===== src/rtl/memory_game_pkg.sv =====
// Shared types and constants for the button memory game round controller.
package memory_game_pkg;

    localparam int unsigned KEY_W    = 4;
    localparam int unsigned MAX_KEYS = 8;
    localparam int unsigned SEQ_W    = KEY_W * MAX_KEYS;

    localparam logic [15:0] LFSR_SEED = 16'hACE1;
    localparam logic [15:0] LFSR_TAPS = 16'hB400;

    typedef enum logic [2:0] {
        ST_IDLE    = 3'd0,
        ST_GEN     = 3'd1,
        ST_SHOW    = 3'd2,
        ST_INPUT   = 3'd3,
        ST_CHECK   = 3'd4,
        ST_SUCCESS = 3'd5,
        ST_FAIL    = 3'd6,
        ST_OVER    = 3'd7
    } state_e;

    // Ones in the low k nibbles, zeros above.
    function automatic logic [SEQ_W-1:0] key_mask(input logic [KEY_W-1:0] k);
        logic [SEQ_W-1:0] m;
        m = '0;
        for (int i = 0; i < MAX_KEYS; i++) begin
            if (KEY_W'(i) < k) m[i*KEY_W +: KEY_W] = '1;
        end
        return m;
    endfunction

endpackage


===== src/rtl/memory_game_ctrl_lfsr.sv =====
// Free-running 16-bit Galois LFSR; presents the next key value (1..8).
module game_lfsr16
    import memory_game_pkg::*;
#(
    parameter logic [15:0] SEED = LFSR_SEED
) (
    input  logic             clk,
    input  logic             rst,
    output logic [KEY_W-1:0] key_o
);

    logic [15:0] lfsr_q;
    logic [15:0] lfsr_d;

    always_comb begin
        lfsr_d = {1'b0, lfsr_q[15:1]};
        if (lfsr_q[0]) lfsr_d = lfsr_d ^ LFSR_TAPS;
    end

    always_ff @(posedge clk or posedge rst) begin
        if (rst) lfsr_q <= SEED;
        else     lfsr_q <= lfsr_d;
    end

    assign key_o = KEY_W'(lfsr_q[2:0]) + KEY_W'(1);

endmodule


===== src/rtl/memory_game_ctrl.sv =====
// Round controller: generates, shows and checks key sequences; tracks level, lives and score.
module memory_game_ctrl
    import memory_game_pkg::*;
#(
    parameter int unsigned STEP_CYCLES    = 25000000,
    parameter int unsigned TIMEOUT_CYCLES = 250000000,
    parameter int unsigned RESULT_CYCLES  = 50000000,
    parameter int unsigned START_LEVEL    = 3,
    parameter int unsigned MAX_LEVEL      = 8,
    parameter int unsigned LIVES_INIT     = 3
) (
    input  logic             clk,
    input  logic             rst,
    input  logic             start_pulse,
    input  logic             input_done,
    input  logic [SEQ_W-1:0] user_seq,
    output logic             enable_input,
    output logic             start_clear,
    output logic [KEY_W-1:0] difficulty_k,
    output logic             time_up,
    output logic [KEY_W-1:0] show_key,
    output logic [2:0]       state_o,
    output logic [1:0]       lives,
    output logic [7:0]       score,
    output logic             win,
    output logic             game_over
);

    localparam int unsigned TMR_MAX =
        (STEP_CYCLES > TIMEOUT_CYCLES)
            ? ((STEP_CYCLES > RESULT_CYCLES) ? STEP_CYCLES : RESULT_CYCLES)
            : ((TIMEOUT_CYCLES > RESULT_CYCLES) ? TIMEOUT_CYCLES : RESULT_CYCLES);
    localparam int unsigned TMR_W = $clog2(TMR_MAX + 1);

    localparam logic [TMR_W-1:0] STEP_LAST    = TMR_W'(STEP_CYCLES - 1);
    localparam logic [TMR_W-1:0] TIMEOUT_LAST = TMR_W'(TIMEOUT_CYCLES - 1);
    localparam logic [TMR_W-1:0] RESULT_LAST  = TMR_W'(RESULT_CYCLES - 1);

    state_e             state_q, state_d;
    logic [TMR_W-1:0]   tmr_q, tmr_d;
    logic [2:0]         key_idx_q, key_idx_d;
    logic               gap_q, gap_d;
    logic [SEQ_W-1:0]   target_q, target_d;
    logic [KEY_W-1:0]   level_q, level_d;
    logic [1:0]         lives_q, lives_d;
    logic [7:0]         score_q, score_d;
    logic               win_q, win_d;
    logic               game_over_q, game_over_d;
    logic               timeout_q, timeout_d;
    logic               enable_q, enable_d;
    logic               start_clear_q, start_clear_d;
    logic               time_up_q, time_up_d;
    logic [KEY_W-1:0]   show_key_q, show_key_d;
    logic [KEY_W-1:0]   lfsr_key;
    logic               first_input_c;

    game_lfsr16 #(.SEED(LFSR_SEED)) u_lfsr (
        .clk   (clk),
        .rst   (rst),
        .key_o (lfsr_key)
    );

    // The timer sits at 0 with time_up low only on the first INPUT cycle.
    assign first_input_c = (tmr_q == '0) && !time_up_q;

    always_comb begin
        state_d       = state_q;
        tmr_d         = tmr_q;
        key_idx_d     = key_idx_q;
        gap_d         = gap_q;
        target_d      = target_q;
        level_d       = level_q;
        lives_d       = lives_q;
        score_d       = score_q;
        win_d         = win_q;
        game_over_d   = game_over_q;
        timeout_d     = timeout_q;
        start_clear_d = 1'b0;

        case (state_q)
            ST_IDLE, ST_OVER: begin
                if (start_pulse) begin
                    start_clear_d = 1'b1;
                    lives_d       = 2'(LIVES_INIT);
                    score_d       = '0;
                    level_d       = KEY_W'(START_LEVEL);
                    win_d         = 1'b0;
                    game_over_d   = 1'b0;
                    key_idx_d     = '0;
                    state_d       = ST_GEN;
                end
            end
            ST_GEN: begin
                target_d[{key_idx_q, 2'b00} +: KEY_W] =
                    ({1'b0, key_idx_q} < level_q) ? lfsr_key : '0;
                key_idx_d = key_idx_q + 3'd1;
                if (key_idx_q == 3'd7) begin
                    state_d   = ST_SHOW;
                    key_idx_d = '0;
                    gap_d     = 1'b0;
                    tmr_d     = '0;
                end
            end
            ST_SHOW: begin
                if (tmr_q == STEP_LAST) begin
                    tmr_d = '0;
                    if (!gap_q) begin
                        gap_d = 1'b1;
                    end else if ({1'b0, key_idx_q} == level_q - KEY_W'(1)) begin
                        state_d = ST_INPUT;
                    end else begin
                        key_idx_d = key_idx_q + 3'd1;
                        gap_d     = 1'b0;
                    end
                end else begin
                    tmr_d = tmr_q + TMR_W'(1);
                end
            end
            ST_INPUT: begin
                if (input_done && !first_input_c) begin
                    timeout_d = time_up_q;
                    state_d   = ST_CHECK;
                end else if (tmr_q != TIMEOUT_LAST) begin
                    tmr_d = tmr_q + TMR_W'(1);
                end
            end
            ST_CHECK: begin
                tmr_d = '0;
                if (!timeout_q && (((user_seq ^ target_q) & key_mask(level_q)) == '0)) begin
                    state_d = ST_SUCCESS;
                    score_d = (score_q == 8'hFF) ? score_q : score_q + 8'd1;
                end else begin
                    state_d = ST_FAIL;
                    lives_d = lives_q - 2'd1;
                end
            end
            ST_SUCCESS: begin
                if (tmr_q == RESULT_LAST) begin
                    tmr_d     = '0;
                    key_idx_d = '0;
                    if (level_q == KEY_W'(MAX_LEVEL)) begin
                        win_d       = 1'b1;
                        game_over_d = 1'b1;
                        state_d     = ST_OVER;
                    end else begin
                        level_d = level_q + KEY_W'(1);
                        state_d = ST_GEN;
                    end
                end else begin
                    tmr_d = tmr_q + TMR_W'(1);
                end
            end
            ST_FAIL: begin
                if (tmr_q == RESULT_LAST) begin
                    tmr_d     = '0;
                    key_idx_d = '0;
                    if (lives_q == 2'd0) begin
                        game_over_d = 1'b1;
                        state_d     = ST_OVER;
                    end else begin
                        state_d = ST_GEN;
                    end
                end else begin
                    tmr_d = tmr_q + TMR_W'(1);
                end
            end
            default: state_d = ST_IDLE;
        endcase

        // Output registers follow the next state so they line up with state_o.
        enable_d   = (state_d == ST_INPUT);
        time_up_d  = (state_d == ST_INPUT) &&
                     (time_up_q || ((state_q == ST_INPUT) && (tmr_q == TIMEOUT_LAST)));
        show_key_d = ((state_d == ST_SHOW) && !gap_d) ? target_d[{key_idx_d, 2'b00} +: KEY_W] : '0;
    end

    always_ff @(posedge clk or posedge rst) begin
        if (rst) begin
            state_q       <= ST_IDLE;
            tmr_q         <= '0;
            key_idx_q     <= '0;
            gap_q         <= 1'b0;
            target_q      <= '0;
            level_q       <= KEY_W'(START_LEVEL);
            lives_q       <= 2'(LIVES_INIT);
            score_q       <= '0;
            win_q         <= 1'b0;
            game_over_q   <= 1'b0;
            timeout_q     <= 1'b0;
            enable_q      <= 1'b0;
            start_clear_q <= 1'b0;
            time_up_q     <= 1'b0;
            show_key_q    <= '0;
        end else begin
            state_q       <= state_d;
            tmr_q         <= tmr_d;
            key_idx_q     <= key_idx_d;
            gap_q         <= gap_d;
            target_q      <= target_d;
            level_q       <= level_d;
            lives_q       <= lives_d;
            score_q       <= score_d;
            win_q         <= win_d;
            game_over_q   <= game_over_d;
            timeout_q     <= timeout_d;
            enable_q      <= enable_d;
            start_clear_q <= start_clear_d;
            time_up_q     <= time_up_d;
            show_key_q    <= show_key_d;
        end
    end

    assign enable_input = enable_q;
    assign start_clear  = start_clear_q;
    assign difficulty_k = level_q;
    assign time_up      = time_up_q;
    assign show_key     = show_key_q;
    assign state_o      = state_q;
    assign lives        = lives_q;
    assign score        = score_q;
    assign win          = win_q;
    assign game_over    = game_over_q;

endmodule

===== config.mk =====
export PLATFORM = sky130hd
export DESIGN_NAME = memory_game_ctrl
export DESIGN_NICKNAME = d
export VERILOG_FILES = /design/src/rtl/memory_game_pkg.sv /design/src/rtl/memory_game_ctrl_lfsr.sv /design/src/rtl/memory_game_ctrl.sv
export SDC_FILE = /design/constraint.sdc
export NUM_CORES = 1
export LEC_CHECK = 0
export BUFFER_PORTS_ARGS = -buffer_cell sky130_fd_sc_hd__buf_2
export CAP_MARGIN = 20
export CORE_MARGIN = 3
export CORE_UTILIZATION = 61
export CTS_CLUSTER_DIAMETER = 200
export DETAILED_ROUTE_END_ITERATION = 12
export PLACE_DENSITY = 0.85
export SLEW_MARGIN = 10
export SYNTH_ARGS = -nofsm -noshare
export SYNTH_HDL_FRONTEND = slang
export SYNTH_SLANG_ARGS = --single-unit

===== constraint.sdc =====
create_clock -name clk -period 10 [get_ports clk]
set_input_delay 2 -clock clk [delete_from_list [all_inputs] [get_ports clk]]
set_output_delay 2 -clock clk [all_outputs]
set_load 0.03 [all_outputs]

After elaboration in Yosys (flattened, before gate mapping):

Cells that the tools add are included.

* register bits: 107
* input port bits: 36
* output and inout bits: 26
* logic and storage cells: 167

* $add $sub $neg: 8
* order comparisons: 9
* eq/ne operators: 29
* shift operators: 3
* mux-type cells: 71
* bitwise gates (word level): 3
* reduce and logical (&&, ||, !) cells: 28

Operators by type and width (count)
* two-way mux 28 bit: 5
* case mux 28 bit (5 select lines): 1
* two-way mux 4 bit: 21
* two-way mux 3 bit: 16
* bitwise AND 32 bit: 1
* bitwise mux 32 bit: 1
* zero test 32 bit: 1
* two-way mux 32 bit: 1
* variable shift 4 x 7 -> 32 bit (first input constant): 1
* variable part select 32 x 6 -> 4 bit: 1
* variable part select 4 x 7 -> 32 bit: 1
* bitwise XOR 32 bit: 1
* adder 28 x 1 -> 28 bit (second input constant): 1
* equality test 28 x 25 -> 1 bit (second input constant): 1
* equality test 28 x 26 -> 1 bit (second input constant): 1
* equality test 28 bit (second input constant): 1
* zero test 28 bit: 1
* inequality test 28 bit (second input constant): 1
* two-way mux 8 bit: 3
* inequality test 2 bit (second input constant): 12
* case mux 3 bit (7 select lines): 1
* < comparator 3 x 4 -> 1 bit (first input constant): 4
* two-way mux 16 bit: 1
* case mux 8 bit (2 select lines): 1
* other kinds (37): 72

Longest topological paths before layout:

Gate-level depths: netlist (run 1).

* word-level depth: 11
* mapped depth: 12
* depth with buffers taken out: 10

Cells and area by module:

Synthesis (run 1) repeated with hierarchy kept, for this count alone.

* cell total of the unflattened synthesis: 634
* area total of the unflattened synthesis: 6332.3 um2

By module, submodules not included
* memory_game_ctrl: times used 1, cells an instance 610, area each 5859.4 um2, seq. area each 2282.2 um2
* game_lfsr16: times used 1, cells an instance 24, area each 473.0 um2, seq. area each 410.4 um2

Worst setup path after synthesis (run 1):

Ideal clock, no wire load.

* kind: input port to flip-flop
* start point: input user_seq[26]
* end point: register time_up_q, in the netlist time_up
* library setup time: 0.065 ns
* data arrival time: 4.006 ns
* required time: 9.935 ns
* slack: 5.929 ns
* cell stages on the path: 9
* buffers on the path: 1
* path through: xnor2_1 a41oi_1 a2111o_1 nor4b_1 and2_1 clkbuf_1 nor3_1 nor4b_1 o21a_1

* cells in the longest elaborated chain, start to end: 8

Ends and longest elaborated chain
* start, declared: RTL line memory_game_ctrl.sv:16 `input logic [SEQ_W-1:0] user_seq,`
* bitwise XOR 32 bit: RTL line memory_game_ctrl.sv:129 `if (!timeout_q && (((user_seq ^ target_q) & key_mask(level_q)) == '0)) begin`
* bitwise AND 32 bit: RTL line memory_game_ctrl.sv:129
* zero test 32 bit: RTL line memory_game_ctrl.sv:129
* logical AND 1 bit: RTL line memory_game_ctrl.sv:129
* two-way mux 2 bit: RTL line memory_game_ctrl.sv:129
* case mux 3 bit (7 select lines): RTL line memory_game_ctrl.sv:80 `case (state_q)`
* equality test 3 x 2 -> 1 bit
* named net enable_d: RTL line memory_game_ctrl.sv:50 `logic enable_q, enable_d;`
* logical AND 1 bit: RTL line memory_game_ctrl.sv:172 `time_up_d = (state_d == ST_INPUT) &&`
* named net time_up_d: RTL line memory_game_ctrl.sv:52 `logic time_up_q, time_up_d;`
* end signal, assigned: RTL line memory_game_ctrl.sv:208 `time_up_q <= time_up_d;`
* end, declared: RTL line memory_game_ctrl.sv:52

The timed path passes the listed nets, and every way through them passes these cells.
A chain may end at the register's enable or synchronous reset.

Final worst setup path (run 1):

* start point: input user_seq[11]
* end point: register score_q[7], in the netlist score[7]

* cells in the longest elaborated chain, start to end: 6

Ends and longest elaborated chain
* bitwise XOR 32 bit: RTL line memory_game_ctrl.sv:129
* bitwise AND 32 bit: RTL line memory_game_ctrl.sv:129
* zero test 32 bit: RTL line memory_game_ctrl.sv:129
* logical AND 1 bit: RTL line memory_game_ctrl.sv:129
* inequality test 2 bit (no line)
* AND reduction 4 bit (no line)
* end signal, assigned: RTL line memory_game_ctrl.sv:202 `score_q <= score_d;`
* end, declared: RTL line memory_game_ctrl.sv:46 `logic [7:0] score_q, score_d;`

Every way passes these cells.

==> results by group, run 1 <==
Logic synthesis
  • Mux cell area share after synthesis: 0.07907
  • Netlist Area Pre-Place: around 6000 um2
  • Post-synth EDFFs: 0
  • Post-synth ARST share: 1.000
  • Post-synth top flop: dfrtp_1
  • Synth Area in Adders: 0.03286
  • Synth top area share: 0.3902
  • Yosys Warn Count: 0
  • Post-synth top area cell: dfrtp_1
  • Post-synthesis sequential area ratio: 0.4420
  • Seq cells post-synth: 107
  • Synth Area in XOR/XNOR: 0.07907
  • Main combinational cell family by area after synthesis: simple AND/OR/NAND/NOR gates
  • Post-synthesis simple-gate area fraction: 0.1965
  • Top cells by area, synth: dfrtp_1 39%, xnor2_1 5.3%, dfstp_2 5.2%, mux2_2 4.6%, o21ai_0 3.9%
  • Mean post-synth cell area: 9.701 um2
  • Synth Area in Compound Gates: 0.1368
  • Cells after Synth: 628
  • Distinct cells, synth: 65
  • Net Count, Synth: 680

Timing
  • Slew @ Worst Pin: between 1 and 1.5 ns
  • RSZ-0062 raised after global routing: no
  • Total negative slack: 0 ns
  • Final period util: 0.4593
  • Peak Freq: between 200 and 250 MHz
  • Final setup viols: 0
  • Fin crit period: 4.593 ns
  • Final Max Tran Viols: 0
  • Worst Skew: 0.02310 ns
  • Final Hold Vio Count: 0
  • Hold slack: 0.3535 ns
  • Worst slew margin: 0.3174

Min path
  • Worst Hold Path EP: u_lfsr.lfsr_q[2]
  • Worst hold path class: flip-flop to flip-flop
  • Min-delay src: u_lfsr.lfsr_q[3]
  • Hold path depth: 0

Run
  • Max_cap viols: 0

Finish
  • Fillcell total: ~680
  • Finished Layout Cells: 814
  • Layout area overhead: 9.858%
  • Commonest non-fill, non-tap cell in the layout: dfrtp_1
  • Most frequent cells in the layout: 95 x dfrtp_1, 61 x buf_2, 58 x nor2_1
  • Antenna diodes: 0
  • Final Util: 0.7075
  • Nets: 732
  • Layout cells sized above 1: 0.1839

GRT
  • Antenna violations before repair: 0
  • Total global-route track usage: 0.2612
  • Vias in the first global route: 4,830
  • Total gr overflow: 0
  • First-pass GRT wire length: 23.65 mm
  • Largest net degree at the start of global routing: 77

Route
  • Vias per cell: 6.208
  • Drt first pass iters: 7
  • DRT antenna net count: 0
  • Routed len/inst: 17.64 um
  • Via count: 5,053
  • DR DRC count: 0
  • First DRT Iteration DRCs: 391
  • Final WL: 14.36 mm

Clock network
  • H-tree levels: 3
  • # clock sinks: 107
  • Post-CTS setup buffers: 0
  • Root buffer cell: clkbuf_8
  • Longest Clk Path Bufs: 2
  • Clock slew at reported path FFs: 0.10 ns
  • Worst-Skew Late Latency: 0.37 ns
  • CTS tree: built
  • Cts hold-fix bufs: 0
  • Cts bufs inserted: 9
  • Number of gates resized after cts: 0

Pwr
  • Max rail drop VDD: about 0.000094 V
  • Gate power share: 0.033
  • Switching part of the total: 0.2175
  • Net switching power: between 0.00015 and 0.0002 W
  • Internal power: 0.0005731 W
  • Flop pwr share: 0.591
  • Power Density: 109.4 nW/um2
  • Clk pwr share: 0.376
  • Total design power: 0.0007323 W
  • Leak: 2.992 nW

Placed design
  • DP HPWL: 10.47 mm
  • GP Congestion: 0.9597
  • Port bufs: 61
  • Placed cells: 798

Die
  • Number of cell rows: 35
  • Starting density of the core: 0.6440
  • Core Area: 9459 um2
  • Num ports: 62
  • Die width: 105.9 um
  • Die area: 11,220 um2
  • Die Height: 105.9 um

Status
  • Status: completed

Critical path
  • CP required: 10.24 ns
  • Startpoint types: primary input
  • Crit end category: flip-flop
  • CP Launch Point: user_seq[11]
  • Register-to-register setup slack: 6.01 ns
  • FF-to-FF path depth: 10
  • Max FO, Critical Path: 9
  • R2R Path Start: tmr_q[0]
  • Arrival time worst endpoint: roughly 4.8 ns
  • Kind of critical path: primary input to flip-flop
  • RR Endpoint: tmr_q[26]
## metrics by stage
step	instance area [um2]	setup WS, ns
6_report	6693	5.407
3_3_place_gp	6471	5.179
3_5_place_dp	6486	5.171
2_1_floorplan	6092	5.203
4_1_cts	6693	5.528
5_1_grt	6693	5.353
## per-layer routing
layer  vias up  routed length [um]  share of wire  track usage
li1       2373                   -              -            -
met1      2452                6193           0.43       0.3585
met2       197                6965           0.48       0.4276
met3        31                 816          0.057      0.03157
met4         0                 386          0.027      0.09991
met5         -                   0              0            0
## power by group through the flow
stage,Combinational [W],Clock [W],Sequential (W)
2_1_floorplan,0.0000126,0,0.000441
3_3_place_gp,0.0000238,0,0.000441
3_5_place_dp,0.0000249,0,0.000441
4_1_cts,0.0000250,0.000279,0.000433
5_1_grt,0.0000271,0.000298,0.000433
6_report,0.0000244,0.000275,0.000433
## sequential cells by signal (all words and copies together) (netlist names), 2 cells and up
name and count:
key_idx_q 3, lives 2, tmr_q 28, u_lfsr.lfsr_q 16, score 8, target_q 32, difficulty_k 4, state_o 3
show_key 4
## how the worst max path moves through the flow
stage | end | slack [ns]
3_5_place_dp | score[7] | 5.17
6_report | score[7] | 5.41
5_1_grt | score[7] | 5.35
4_1_cts | score[7] | 5.53
3_3_place_gp | score[7] | 5.18
2_1_floorplan | difficulty_k[2] | 5.20
## kinds of logic after synthesis
family | Yosys count
multiplexers | 45
XOR/XNOR | 55
flip-flops | 107
AND/OR/NAND/NOR | 229
adder cells (fa/ha/maj) | 16
buffers and inverters | 48
AO/OA/AOI/OAI | 128
## cell usage after synthesis (2+ instances only)
cell type	number
a211o_1	2
a211oi_1	5
a21oi_1	20
a22oi_1	2
a31oi_1	4
a41oi_1	3
and2_1	5
and3_1	9
buf_2	2
buf_6	3
clkbuf_1	18
dfrtp_1	95
dfstp_2	12
ha_1	16
inv_1	25
mux2_2	25
mux2i_1	20
nand2_1	43
nand2b_1	7
nand3_1	19
nand4_1	14
nand4b_1	3
nor2_1	58
nor2b_1	7
nor3_1	18
nor3b_1	3
nor4_1	19
nor4b_1	5
o211ai_1	5
o21a_1	4
o21ai_0	47
o22a_1	7
o22ai_1	4
o31a_1	2
o31ai_1	6
or2_2	4
or3_1	4
or4_1	3
xnor2_1	37
xor2_1	18
## critical path, stage by stage
cell and delay (ns):
buf_2 0.10, xor2_1 0.15, nor4_1 0.50, o2bb2ai_1 0.17
nor4b_1 0.88, o21ai_1 0.36, nor4_1 0.43, xnor2_1 0.17
nor2_1 0.06
## cell type report
class / count / area, um2 / share of cell area
multi-input combinational: 473 / 3201 / 0.4782
tap: 129 / 161.4 / 0.02412
inverter: 25 / 96.34 / 0.01440
timing repair buffer: 64 / 335.3 / 0.05010
clock inverter: 3 / 47.55 / 0.007104
clock buffer: 13 / 158.9 / 0.02374
sequential: 107 / 2693 / 0.4023
Power figures use the tool's default switching activity.
==> inputs of run 2 (changes only) <==
Settings changed: CORE_UTILIZATION 61 to 54, PLACE_DENSITY 0.85 to 0.8.
Clock period 10 ns to 4.17 ns, I/O delays scaled along.
==> results by group, run 2 (synthesized netlist as in run 1, its figures left out) <==
Status
  • Status: completed (unchanged)

Finish
  • Commonest non-fill, non-tap cell in the layout: dfrtp_1 (unchanged)
  • Antenna diodes: 0 (unchanged)
  • Fillcell total: 876 (was 683)
  • Most frequent cells in the layout: 95 x dfrtp_1, 61 x buf_2, 58 x nor2_1 (unchanged)
  • Nets: 738 (was 732)
  • Biggest register: target_q (unchanged)
  • Final Util: 0.6254 (was 0.7075)
  • Largest registers: target_q: 32 flops, tmr_q: 28 flops, u_lfsr.lfsr_q: 16 flops (unchanged)
  • Layout cells sized above 1: 0.1939 (was 0.1839)
  • Layout area overhead: 12.26% (was 9.858%)
  • Max reg flops: 32 (unchanged)

Timing
  • Final period util: 0.8518
  • Final Max Tran Viols: 0 (unchanged)
  • Hold slack: 0.3569 ns (was 0.3535 ns)
  • Final Hold Vio Count: 0 (unchanged)
  • RSZ-0062 raised after global routing: no (unchanged)
  • Final setup viols: 0 (unchanged)
  • Peak Freq: 281.5 MHz
  • Worst Skew: 0.007924 ns (was 0.02310 ns)
  • Fin crit period: 3.552 ns
  • Total negative slack: 0 ns (unchanged)
  • Worst slew margin: 0.3619 (was 0.3174)
  • Slew @ Worst Pin: 0.9572 ns (was 1.010 ns)

Die
  • Die Height: 112.2 um (was 105.9 um)
  • Number of cell rows: 38 (was 35)
  • Die area: 12,590 um2 (was 11,220 um2)
  • Num ports: 62 (unchanged)
  • Core Area: 10,940 um2 (was 9459 um2)
  • Die width: 112.2 um (was 105.9 um)
  • Starting density of the core: 0.5571 (was 0.6440)

Placed design
  • DP HPWL: 10.83 mm (was 10.47 mm)
  • Port bufs: 61 (unchanged)
  • GP Congestion: 0.9059 (was 0.9597)

Critical path
  • Register-to-register setup slack: 0.62 ns (was 6.01 ns)
  • Cell family with most CP delay: compound AO/OA/AOI/OAI gates (was simple AND/OR/NAND/NOR gates)
  • Max incr delay on CP: 0.71 ns (was 0.88 ns)
  • Slowest-stage cell, CP: o22ai_2 (was nor4b_1)
  • CP required: 4.41 ns (was 10.24 ns)
  • FF-to-FF path depth: 11 (was 10)
  • Max FO, Critical Path: 12 (was 9)
  • Kind of critical path: flip-flop to flip-flop (was primary input to flip-flop)
  • Worst-path cell chain: inv_1, ha_1, xor2_1, a2111oi_0, o21a_1, o31ai_4, o22ai_2, buf_4, mux2i_1, o22a_1, a21oi_1 (was buf_2, xor2_1, nor4_1, o2bb2ai_1, nor4b_1, o21ai_1, nor4_1, xnor2_1, nor2_1)
  • Startpoint types: flip-flop (was primary input)
  • Critical path buffer and inverter count: 2 (was 1)
  • CP Depth: 11 (was 9)
  • Arrival time worst endpoint: 3.79 ns (was 4.83 ns)
  • Crit end category: flip-flop (unchanged)

Clock network
  • Cts bufs inserted: 9 (unchanged)
  • H-tree levels: 3 (unchanged)
  • Longest Clk Path Bufs: 2 (unchanged)
  • # clock sinks: 107 (unchanged)
  • Root buffer cell: clkbuf_16 (was clkbuf_8)
  • Clock slew at reported path FFs: 0.07 ns (was 0.10 ns)
  • Cts hold-fix bufs: 0 (unchanged)
  • Worst-Skew Late Latency: 0.36 ns (was 0.37 ns)
  • Number of gates resized after cts: 0 (unchanged)
  • Post-CTS setup buffers: 0 (unchanged)
  • CTS tree: built (unchanged)

Route
  • DR DRC count: 0 (unchanged)
  • DRT antenna net count: 0 (unchanged)
  • Vias per cell: 6.199 (was 6.208)
  • First DRT Iteration DRCs: 550 (was 391)
  • Via count: 5,151 (was 5,053)
  • Drt first pass iters: 5 (was 7)
  • Routed len/inst: 18.00 um (was 17.64 um)
  • Final WL: 14.96 mm (was 14.36 mm)

GRT
  • Vias in the first global route: 5,051 (was 4,830)
  • Largest net degree at the start of global routing: 65 (was 77)
  • Met3 usage: 0.04636 (was 0.03157)
  • Total global-route track usage: 0.2432 (was 0.2612)
  • First-pass GRT wire length: 25.02 mm (was 23.65 mm)
  • Most used routing layer: met2 (unchanged)
  • Total gr overflow: 0 (unchanged)
  • Met2 Use GR: 0.4092 (was 0.4276)
  • GR Util met1: 0.3246 (was 0.3585)
  • Antenna violations before repair: 0 (unchanged)

Pwr
  • Max rail drop VDD: 0.0001770 V (was 0.00009433 V)
  • Leak: 3.057 nW (was 2.992 nW)
  • Power Density: 288.0 nW/um2 (was 109.4 nW/um2)

Min path
  • Hold path depth: 0 (unchanged)
  • Worst hold path class: flip-flop to flip-flop (unchanged)

Run
  • Max_cap viols: 0 (unchanged)
-- run 2: cell type report --
cell class / instances / area, um2 / share of cell area
clock inverters: 7 / 76.32 / 0.01116
well taps: 140 / 175.2 / 0.02561
inverters: 25 / 96.34 / 0.01409
clock buffers: 9 / 225.2 / 0.03293
multi-input cells: 473 / 3201 / 0.4680
flip-flops and latches: 107 / 2693 / 0.3937
repair buffers: 70 / 372.9 / 0.05452
-- run 2: power breakdown --
part           internal, W  total (W)  leakage, nW  switching (W)
logic            0.0000236  0.0000597         1.60      0.0000361
registers          0.00104    0.00104         1.32              0
clock network     0.000470   0.000873        0.142       0.000403
-- run 2: final timing paths --
path                                   from               end
min in group asynchronous               rst  u_lfsr.lfsr_q[4]
hold / removal             u_lfsr.lfsr_q[4]  u_lfsr.lfsr_q[3]
setup / recovery            difficulty_k[0]       show_key[2]
hold reg to reg            u_lfsr.lfsr_q[4]  u_lfsr.lfsr_q[3]
setup reg to reg            difficulty_k[0]       show_key[2]
max in group asynchronous               rst   difficulty_k[0]
-- run 2: metrics by stage --
step           power, W  instances  worst slack, ns  instance area [um2]
2_1_floorplan  0.001088        628           0.5386                 6092
3_3_place_gp   0.001116        815           0.7883                 6538
3_5_place_dp   0.001118        815           0.6597                 6538
4_1_cts        0.001981        831           0.6469                 6839
5_1_grt        0.002027        831           0.3561                 6839
6_report       0.001970        831           0.6179                 6839
-- run 2: layer usage --
| layer | share of wire | wire (um) | up-vias |
|---|---|---|---|
| met2 | 0.50 | 7423 | 200 |
| met4 | 0.019 | 289 | 0 |
| li1 | - | - | 2396 |
| met3 | 0.059 | 877 | 29 |
| met1 | 0.43 | 6367 | 2526 |
| met5 | 0 | 0 | - |
